--- config.mk ---
export PLATFORM = sky130hd
export DESIGN_NAME = brightness_plane_scheduler_flat
export DESIGN_NICKNAME = d
export VERILOG_FILES = /design/src/rtl/brightness_plane_scheduler_if.sv /design/src/rtl/brightness_plane_scheduler.sv /design/src/flat_wrapper.sv
export SDC_FILE = /design/constraint.sdc
export NUM_CORES = 1
export LEC_CHECK = 0
export ABC_AREA = 1
export CAP_MARGIN = 40
export CORE_MARGIN = 1
export CORE_UTILIZATION = 62
export DETAILED_ROUTE_END_ITERATION = 12
export PLACE_DENSITY = 0.82
export SYNTH_ARGS = -nofsm -noshare
export SYNTH_HDL_FRONTEND = slang
export SYNTH_SLANG_ARGS = --single-unit
--- constraint.sdc ---
create_clock -name clk -period 4.06 [get_ports clk]
set_input_delay 0.406 -clock clk [delete_from_list [all_inputs] [get_ports clk]]
set_output_delay 0.406 -clock clk [all_outputs]
set_load 0.03 [all_outputs]
--- src/rtl/brightness_plane_scheduler_if.sv ---
// Handshake bundle between the row controller, the BCM plane scheduler and the
// panel shift/latch/OE pins.
interface brightness_plane_scheduler_if #(
  parameter int BRIGHTNESS_BITS = 8
);
  logic                       start;
  logic                       shift_done;
  logic [BRIGHTNESS_BITS-1:0] mask;
  logic                       shift_start;
  logic                       latch;
  logic                       output_enable;
  logic                       busy;
  logic                       row_done;

  modport master (
    output start, shift_done,
    input  mask, shift_start, latch, output_enable, busy, row_done
  );

  modport slave (
    input  start, shift_done,
    output mask, shift_start, latch, output_enable, busy, row_done
  );
endinterface

--- src/rtl/brightness_plane_scheduler.sv ---
// BCM bit-plane sequencer for one display row: shift, latch, weighted display
// dwell and blanking per plane, LSB plane first.
module brightness_plane_scheduler #(
  parameter int BRIGHTNESS_BITS = 8,
  parameter int BASE_TICKS      = 4,
  parameter int BLANK_TICKS     = 2
) (
  input  logic                         clk,
  input  logic                         reset,
  brightness_plane_scheduler_if.slave  bus
);

  localparam int PLANE_W    = (BRIGHTNESS_BITS > 1) ? $clog2(BRIGHTNESS_BITS) : 1;
  localparam int DWELL_W    = $clog2(BASE_TICKS) + BRIGHTNESS_BITS;
  localparam int BLANK_W    = (BLANK_TICKS > 1) ? $clog2(BLANK_TICKS) : 1;
  localparam int BLANK_LOAD = (BLANK_TICKS > 0) ? BLANK_TICKS - 1 : 0;

  localparam logic [PLANE_W-1:0] LAST_PLANE = PLANE_W'(BRIGHTNESS_BITS - 1);
  localparam logic [DWELL_W-1:0] DWELL_BASE = DWELL_W'(BASE_TICKS);

  typedef enum logic [2:0] {
    ST_IDLE,
    ST_SHIFT,
    ST_LATCH,
    ST_DISPLAY,
    ST_BLANK,
    ST_DONE
  } state_e;

  state_e                     state_q, state_d;
  logic [PLANE_W-1:0]         plane_q, plane_d;
  logic [DWELL_W-1:0]         dwell_q, dwell_d;
  logic [BLANK_W-1:0]         blank_q, blank_d;

  logic [BRIGHTNESS_BITS-1:0] mask_q, mask_d;
  logic                       shift_start_q, shift_start_d;
  logic                       latch_q, latch_d;
  logic                       oe_q, oe_d;
  logic                       busy_q, busy_d;
  logic                       row_done_q, row_done_d;

  // Counter holds weight-1 so DISPLAY lasts BASE_TICKS << plane cycles; the
  // counter width covers the MSB plane without wrapping.
  function automatic logic [DWELL_W-1:0] dwell_load(input logic [PLANE_W-1:0] plane);
    return (DWELL_BASE << plane) - DWELL_W'(1);
  endfunction

  function automatic logic [BRIGHTNESS_BITS-1:0] plane_mask(input logic [PLANE_W-1:0] plane);
    return BRIGHTNESS_BITS'(1) << plane;
  endfunction

  always_ff @(posedge clk or posedge reset) begin
    if (reset) begin
      state_q       <= ST_IDLE;
      plane_q       <= '0;
      dwell_q       <= '0;
      blank_q       <= '0;
      mask_q        <= '0;
      shift_start_q <= 1'b0;
      latch_q       <= 1'b0;
      oe_q          <= 1'b0;
      busy_q        <= 1'b0;
      row_done_q    <= 1'b0;
    end else begin
      state_q       <= state_d;
      plane_q       <= plane_d;
      dwell_q       <= dwell_d;
      blank_q       <= blank_d;
      mask_q        <= mask_d;
      shift_start_q <= shift_start_d;
      latch_q       <= latch_d;
      oe_q          <= oe_d;
      busy_q        <= busy_d;
      row_done_q    <= row_done_d;
    end
  end

  always_comb begin
    state_d = state_q;
    plane_d = plane_q;
    dwell_d = dwell_q;
    blank_d = blank_q;
    case (state_q)
      ST_IDLE: begin
        if (bus.start) begin
          state_d = ST_SHIFT;
          plane_d = '0;
        end
      end
      ST_SHIFT: begin
        // The shift_start cycle itself cannot complete a shift.
        if (bus.shift_done && !shift_start_q) begin
          state_d = ST_LATCH;
        end
      end
      ST_LATCH: begin
        state_d = ST_DISPLAY;
        dwell_d = dwell_load(plane_q);
      end
      ST_DISPLAY: begin
        if (dwell_q != '0) begin
          dwell_d = dwell_q - DWELL_W'(1);
        end else if (BLANK_TICKS > 0) begin
          state_d = ST_BLANK;
          blank_d = BLANK_W'(BLANK_LOAD);
        end else if (plane_q == LAST_PLANE) begin
          state_d = ST_DONE;
        end else begin
          state_d = ST_SHIFT;
          plane_d = plane_q + PLANE_W'(1);
        end
      end
      ST_BLANK: begin
        if (blank_q != '0) begin
          blank_d = blank_q - BLANK_W'(1);
        end else if (plane_q == LAST_PLANE) begin
          state_d = ST_DONE;
        end else begin
          state_d = ST_SHIFT;
          plane_d = plane_q + PLANE_W'(1);
        end
      end
      ST_DONE: begin
        state_d = ST_IDLE;
        plane_d = '0;
      end
      default: begin
        state_d = ST_IDLE;
        plane_d = '0;
      end
    endcase
  end

  // Outputs are decoded from the next state so every pin is a flop aligned
  // with the state it describes.
  always_comb begin
    mask_d        = '0;
    shift_start_d = 1'b0;
    latch_d       = 1'b0;
    oe_d          = 1'b0;
    busy_d        = 1'b1;
    row_done_d    = 1'b0;
    case (state_d)
      ST_IDLE: begin
        busy_d = 1'b0;
      end
      ST_SHIFT: begin
        mask_d        = plane_mask(plane_d);
        shift_start_d = (state_q != ST_SHIFT);
      end
      ST_LATCH: begin
        mask_d  = plane_mask(plane_d);
        latch_d = 1'b1;
      end
      ST_DISPLAY: begin
        mask_d = plane_mask(plane_d);
        oe_d   = 1'b1;
      end
      ST_BLANK: begin
        mask_d = plane_mask(plane_d);
      end
      ST_DONE: begin
        row_done_d = 1'b1;
      end
      default: begin
        busy_d = 1'b0;
      end
    endcase
  end

  assign bus.mask          = mask_q;
  assign bus.shift_start   = shift_start_q;
  assign bus.latch         = latch_q;
  assign bus.output_enable = oe_q;
  assign bus.busy          = busy_q;
  assign bus.row_done      = row_done_q;

  oe_only_in_display_a: assert property (
    @(posedge clk) disable iff (reset) oe_q |-> (state_q == ST_DISPLAY));

  oe_exclusive_a: assert property (
    @(posedge clk) disable iff (reset) oe_q |-> !(latch_q || shift_start_q));

  mask_onehot0_a: assert property (
    @(posedge clk) disable iff (reset) $onehot0(mask_q));

endmodule
--- src/flat_wrapper.sv ---
// flat-port wrapper written by rule: the top's interface ports become plain ports
module brightness_plane_scheduler_flat 
#(
  parameter int BRIGHTNESS_BITS = 8,
  parameter int BASE_TICKS      = 4,
  parameter int BLANK_TICKS     = 2
)
  (clk, reset, bus_start, bus_shift_done, bus_mask, bus_shift_start, bus_latch, bus_output_enable, bus_busy, bus_row_done);
  brightness_plane_scheduler_if #(.BRIGHTNESS_BITS(BRIGHTNESS_BITS)) bus_i ();
  input  logic clk;
  input  logic reset;
  input wire logic [$bits(bus_i.start)-1:0] bus_start;
  input wire logic [$bits(bus_i.shift_done)-1:0] bus_shift_done;
  output wire logic [$bits(bus_i.mask)-1:0] bus_mask;
  output wire logic [$bits(bus_i.shift_start)-1:0] bus_shift_start;
  output wire logic [$bits(bus_i.latch)-1:0] bus_latch;
  output wire logic [$bits(bus_i.output_enable)-1:0] bus_output_enable;
  output wire logic [$bits(bus_i.busy)-1:0] bus_busy;
  output wire logic [$bits(bus_i.row_done)-1:0] bus_row_done;
  assign bus_i.start = bus_start;
  assign bus_i.shift_done = bus_shift_done;
  assign bus_mask = bus_i.mask;
  assign bus_shift_start = bus_i.shift_start;
  assign bus_latch = bus_i.latch;
  assign bus_output_enable = bus_i.output_enable;
  assign bus_busy = bus_i.busy;
  assign bus_row_done = bus_i.row_done;
  brightness_plane_scheduler #(.BRIGHTNESS_BITS(BRIGHTNESS_BITS), .BASE_TICKS(BASE_TICKS), .BLANK_TICKS(BLANK_TICKS)) u_core (.clk(clk), .reset(reset), .bus(bus_i));
endmodule
* Yosys cells after proc, flatten, opt, wreduce, memory -nomap -nowiden
Index checks and enable logic that the tools add are counted.
** Storage, ports and cells
- Output and inout port bits :: 13
- Register bits after elaboration :: 30
- Logic and storage cells :: 61
- Input bits :: 4
** Operators by class
- $add $sub $neg :: 4
- Shift operators :: 2
- Reductions and logical operators :: 11
- Mux-type cells :: 21
- Equal/unequal tests :: 13
** Operator list (number)
- $mux 3 :: 8
- $pmux 10 s2 :: 1
- $sub 10x1->10 const B :: 2
- $pmux 3 s5 :: 1
- $eq 3x2->1 const B :: 4
- $eq 3x3->1 const B :: 4
- $mux 10 :: 1
- $reduce_bool 10->1 :: 1
- $shl 3x3->10 const A :: 1
- $pmux 3 s3 :: 1
- $mux 8 :: 1
- $shl 1x3->8 const A :: 1
- $mux 1 :: 7
- $eq 3x1->1 const B :: 2
- $reduce_or 5->1 :: 1
- $reduce_and 2->1 :: 2
- $reduce_bool 2->1 :: 2
- $reduce_or 4->1 :: 1
- $add 3x1->3 const B :: 1
- $logic_not 3->1 :: 1
- $ne 3x1->1 const B :: 1
- $reduce_or 3->1 :: 1
- $ne 2x1->1 const B :: 1
- $ne 2x2->1 const B :: 1
- other kinds (4) :: 4

* Depth between registers and ports, before layout
- Depth after elaboration :: 7
- Mapped depth :: 13
- Gate-level depth less buffers :: 13

* Worst setup path before layout
Ideal clock, no wire load.
- Path type :: reg-to-reg
- From :: register u_core.state_q[2]
- To :: register u_core.dwell_q[4]
- Period minus slack after synthesis :: 1.695 ns
- Cell stages (with the launch flop) :: 11
- Arrival :: 1.617 ns
- Path buffers :: 1
- Path slack :: 2.365 ns
- Library setup time :: 0.077 ns
- Required time :: 3.983 ns
- Path through :: dfrtp_1 > inv_2 > nand3_4 > buf_12 > nor2_1 > inv_1 > ha_1 > inv_1 > nor2_4 > or2_1 > a21oi_1
** On the way
- Word-level cells in the longest chain between the ends :: 3
- Elaborated cells on any way between the ends :: 6
- Those cells by class :: eq/ne (3); mux (1); reduce/logical (2)
** RTL lines
- from (decl) :: RTL line brightness_plane_scheduler.sv:30 : state_e state_q, state_d;
- from (signal assigned) :: RTL line brightness_plane_scheduler.sv:65 : state_q <= state_d;
- $eq 3x2->1 :: RTL line brightness_plane_scheduler.sv:83 : case (state_q)
- $ne 2x1->1 (no line) or $reduce_bool 2->1 (tied branches)
- $reduce_and 2->1 (no line)
- to (signal assigned) :: RTL line brightness_plane_scheduler.sv:67 : dwell_q <= dwell_d;
- to (decl) :: RTL line brightness_plane_scheduler.sv:32 : logic [DWELL_W-1:0] dwell_q, dwell_d;
Several ways; a longest one is shown, not always the timed one.
A chain may end at the register's enable or synchronous reset.

* Worst setup path after layout
Same ends and word-level chain as after synthesis.

==> impl_metrics.py <==
metrics = {
    "pwr": {
        "leakage_uw": 0.001111,
        "power.density_nw_per_um2": 678.0,
        "clkPwrFrac_pct": 11.2,
        "combinationalPowerShare_pct": 57.0,
        "switching_power_summed_over_all_nets_uw": 743.0,
        "power_frac_seq_pct": 31.8,
        "swShare_pct": 49.85,
        "p_int_uw": 747.5,
        "worst_ir_drop_vdd_mv": 0.4466,
        "power.total_uw": 1491,
    },
    "cts": {
        "ctsRootBufferMaster": "sky130_fd_sc_hd__clkbuf_4",
        "hold_buffers": 0,
        "clk_pin_slew_ns": 0.11,
        "cts_max_path_buffers": 2,
        "htree_levels": 2,
        "tritoncts_num_sinks": 30,
        "clock_insertion_delay_worst_skew_ns": 0.34,
        "post_cts_resize_count": 0,
        "post_cts_setup_inserts": 0,
        "cts_tree": "built",
        "cts_inserted_buffers": 5,
    },
    "detailed_routing": {
        "route.detailed.wl_per_inst_um": 12.37,
        "vias": 1559,
        "detailedRoute.firstIterationViolations": 55,
        "final_antenna_net_count": 0,
        "drtPass1Iterations": 4,
        "detailed_route_wl_mm": 3.749,
        "route.detailed.drc": 0,
        "drt-vias-per-instance": 5.145,
    },
    "floorplan": {
        "die_width_um": 58.52,
        "rows": 20,
        "die_outline_area_um2": 3425,
        "start_util_pct": 64.88,
        "floorplan.io_pins": 17,
        "core_area_um2": 3053,
        "die_h_um": 58.52,
    },
    "final_layout": {
        "finish.utilization_pct": 72.01,
        "layout_net_count": 268,
        "antenna_cells": 0,
        "area_growth_syn_to_layout_pct": 10.99,
        "post_route_cells_drive_above_1_share_pct": 22.01,
    },
    "synth": {
        "mappedNetlistNets": 250,
        "ys_types": 38,
        "ys.warnings.count": 0,
        "syn_avg_cell_area_um2": 8.218,
        "synth-seq-area-share_pct": 37.90,
        "synthesized_area_fraction_occupied_by_adder_cells_pct": 3.159,
        "synth_compound_area_share_pct": 9.097,
        "synth_area_um2": 1981,
        "synth-xor-area-share_pct": 1.706,
        "ys_ff_latch": 30,
        "netlist_instances": 241,
        "synth_simple_gate_area_share_pct": 37.97,
        "synth_top_family_by_area": "simple AND/OR/NAND/NOR gates",
        "share_of_cell_area_taken_by_muxes_after_synthesis_pct": 0,
    },
    "timing": {
        "setup_repair_after_global_routing_missed_its_margin": "false",
        "finalHoldViolCount": 0,
        "min_period_ns": 1.998,
        "maxClockFrequency_mhz": 500.6,
        "finalSetupViolCount": 0,
        "clock_skew_ns": 0.01966,
        "postLayoutSetupSlackWorst_ns": 2.062,
        "max-slew-margin-rel_pct": 58.15,
        "timing_max_transition_violations_final": 0,
        "finalCritPeriodShare_pct": 49.21,
        "totalNegativeSetupSlack_ns": 0,
        "worst_slew_pin_slew_ns": 0.6270,
        "holdWs_ns": 0.4331,
    },
    "global_routing": {
        "grt_start_max_net_pins": 17,
        "grt_pass1_vias": 1389,
        "wire_length_of_the_first_global_routing_pass_mm": 6.279,
        "combined_global_route_utilization_of_all_metal_layers_pct": 24.82,
        "grt.overflow.total": 0,
        "antenna_found_initial": 0,
    },
    "min_path": {
        "hold_path.class": "in -> async",
    },
    "status": {
        "outcome": "finished, final reports clean",
    },
    "worst_setup_path": {
        "critical_path_class": "reg -> reg",
        "highest_fanout_seen_on_the_critical_path": 12,
        "setup.worst_path.end_class": "flop",
        "worst_ep_required_time_ns": 4.33,
        "rrSetupSlack_ns": 2.06,
        "cp_data_arrival_time_ns": 2.27,
        "startpoint_kind_of_the_worst_setup_timing_path": "flop",
    },
    "place": {
        "pre_cts_ws_ns": 2.049,
        "dpl.hpwl_mm": 2.865,
        "count_of_input_and_output_buffers": 16,
        "gpl.final_weighted_congestion": 0.8806,
    },
    "run": {
        "drv_cap": 0,
    },
}
==> worst paths after layout <==
kind / start / to / depth (start not counted)
worst max-delay path: u_core.state_q[2] / u_core.dwell_q[4] / 9
max in group asynchronous: reset / u_core.bus.shift_start / 3
worst max register to register: u_core.state_q[2] / u_core.dwell_q[4] / 9
min in group clk: u_core.dwell_q[6] / u_core.dwell_q[6] / 2
worst min-delay path: reset / u_core.state_q[0] / 2
worst min register to register: u_core.dwell_q[6] / u_core.dwell_q[6] / 2
==> placed cells by master (no fill, tap or decap), types with 2 or more instances in the layout <==
master / Yosys / final
sky130_fd_sc_hd__nand2_1: 62 / 62
sky130_fd_sc_hd__inv_1: 32 / 32
sky130_fd_sc_hd__dfrtp_1: 30 / 30
sky130_fd_sc_hd__nor2_1: 16 / 16
sky130_fd_sc_hd__nand3_1: 16 / 16
sky130_fd_sc_hd__clkdlybuf4s50_1: 0 / 16
sky130_fd_sc_hd__nand2_4: 11 / 11
sky130_fd_sc_hd__a21oi_2: 8 / 8
sky130_fd_sc_hd__nor2_2: 7 / 7
sky130_fd_sc_hd__nand2_2: 5 / 5
sky130_fd_sc_hd__nand4_1: 5 / 5
sky130_fd_sc_hd__ha_1: 5 / 5
sky130_fd_sc_hd__clkbuf_4: 0 / 5
sky130_fd_sc_hd__inv_2: 4 / 4
sky130_fd_sc_hd__a21oi_1: 4 / 4
sky130_fd_sc_hd__o21ai_1: 3 / 3
sky130_fd_sc_hd__nand3_2: 3 / 3
sky130_fd_sc_hd__nand3_4: 2 / 2
sky130_fd_sc_hd__o21ai_2: 2 / 2
sky130_fd_sc_hd__nor3_1: 2 / 2
sky130_fd_sc_hd__nor2_4: 2 / 2
sky130_fd_sc_hd__o211ai_1: 2 / 2
sky130_fd_sc_hd__o21ai_0: 2 / 2
sky130_fd_sc_hd__clkinv_2: 0 / 2
==> cell families after synthesis <==
kind of cell / after synthesis
simple gates: 136
buf+inv: 43
flops: 30
compound gates: 24
fa+ha+maj: 5
xor+xnor: 3
==> registers in the layout, indices dropped and copies added, names as in the netlist <==
signal	count
u_core.bus.busy	1
u_core.bus.mask	8
u_core.state_q	3
u_core.bus.output_enable	1
u_core.plane_q	3
u_core.blank_q	1
u_core.bus.row_done	1
u_core.bus.shift_start	1
u_core.dwell_q	10
u_core.bus.latch	1
==> cell type report <==
class                   count  area [µm²]
multi-input cells         168        1028
clock inverters             2       10.01
flip-flops and latches     30       750.7
repair buffers             17       175.2
clock buffers               5       37.54
fillers                   267       854.6
well taps                  44       55.05
inverters                  37       141.4
==> through the flow <==
stage,area [µm²],instances
global placement,2136,295
global route,2198,303
finish,2198,303
floorplan,1981,241
CTS,2198,303
detailed placement,2151,296
==> routing by layer <==
metal / GRT usage (%) / vias up / wire [µm]
met3: 7.473 / 2 / 173
met2: 42.36 / 35 / 1903
li1: - / 790 / -
met5: 0 / - / 0
met4: 4.762 / 0 / 21
met1: 31.52 / 732 / 1652
==> power by group through the flow <==
stage / logic, µW / registers [µW] / clock network (µW)
global placement: 828 / 475 / 0
detailed placement: 858 / 475 / 0
global route: 932 / 483 / 191
CTS: 856 / 472 / 172
finish: 850 / 474 / 167
floorplan: 704 / 485 / 0
==> cell usage after synthesis <==
cell type                   n  area, µm²
sky130_fd_sc_hd__nor3_2     1      10.01
sky130_fd_sc_hd__nor2_8     1      20.02
sky130_fd_sc_hd__buf_4      1      7.510
sky130_fd_sc_hd__o21ai_0    2      10.01
sky130_fd_sc_hd__nand2_2    5      31.28
sky130_fd_sc_hd__o21ai_1    3      15.01
sky130_fd_sc_hd__a21oi_1    4      20.02
sky130_fd_sc_hd__a21oi_2    8      70.07
sky130_fd_sc_hd__o21a_1     1      7.510
sky130_fd_sc_hd__buf_12     1      20.02
sky130_fd_sc_hd__o21ai_4    1      16.27
sky130_fd_sc_hd__buf_2      1      5.000
sky130_fd_sc_hd__nand2_1   62      232.7
sky130_fd_sc_hd__o32ai_1    1      8.760
sky130_fd_sc_hd__ha_1       5      62.56
sky130_fd_sc_hd__nand3_1   16      80.08
sky130_fd_sc_hd__nor2_2     7      43.79
sky130_fd_sc_hd__nand2_4   11      123.9
sky130_fd_sc_hd__nor3_1     2      10.01
sky130_fd_sc_hd__xor2_1     1      8.760
sky130_fd_sc_hd__o211ai_1   2      15.01
sky130_fd_sc_hd__xnor2_1    1      8.760
sky130_fd_sc_hd__clkbuf_2   1      5.000
sky130_fd_sc_hd__nor2_1    16      60.06
sky130_fd_sc_hd__nand3_2    3      30.03
sky130_fd_sc_hd__inv_4      1      6.260
sky130_fd_sc_hd__dfrtp_1   30      750.7
sky130_fd_sc_hd__buf_6      2      22.52
sky130_fd_sc_hd__or2_1      1      6.260
sky130_fd_sc_hd__nor2_4     2      22.52
sky130_fd_sc_hd__nand4_1    5      31.28
sky130_fd_sc_hd__xor2_2     1      16.27
sky130_fd_sc_hd__inv_1     32      120.1
sky130_fd_sc_hd__o21ai_2    2      17.52
sky130_fd_sc_hd__nand3_4    2      35.03
sky130_fd_sc_hd__nand3b_1   1      7.510
sky130_fd_sc_hd__nor3b_1    1      7.510
sky130_fd_sc_hd__inv_2      4      15.01
==> critical path, stage by stage (launching register included) <==
cell and delay, ns:
sky130_fd_sc_hd__dfrtp_1 0.47, sky130_fd_sc_hd__inv_2 0.27, sky130_fd_sc_hd__nand3_4 0.24, sky130_fd_sc_hd__nor2_1 0.18, sky130_fd_sc_hd__inv_1 0.06, sky130_fd_sc_hd__ha_1 0.20, sky130_fd_sc_hd__inv_1 0.13, sky130_fd_sc_hd__nor2_4 0.06
sky130_fd_sc_hd__or2_1 0.20, sky130_fd_sc_hd__a21oi_1 0.13
Note: power is estimated with default switching activity, not from simulation.
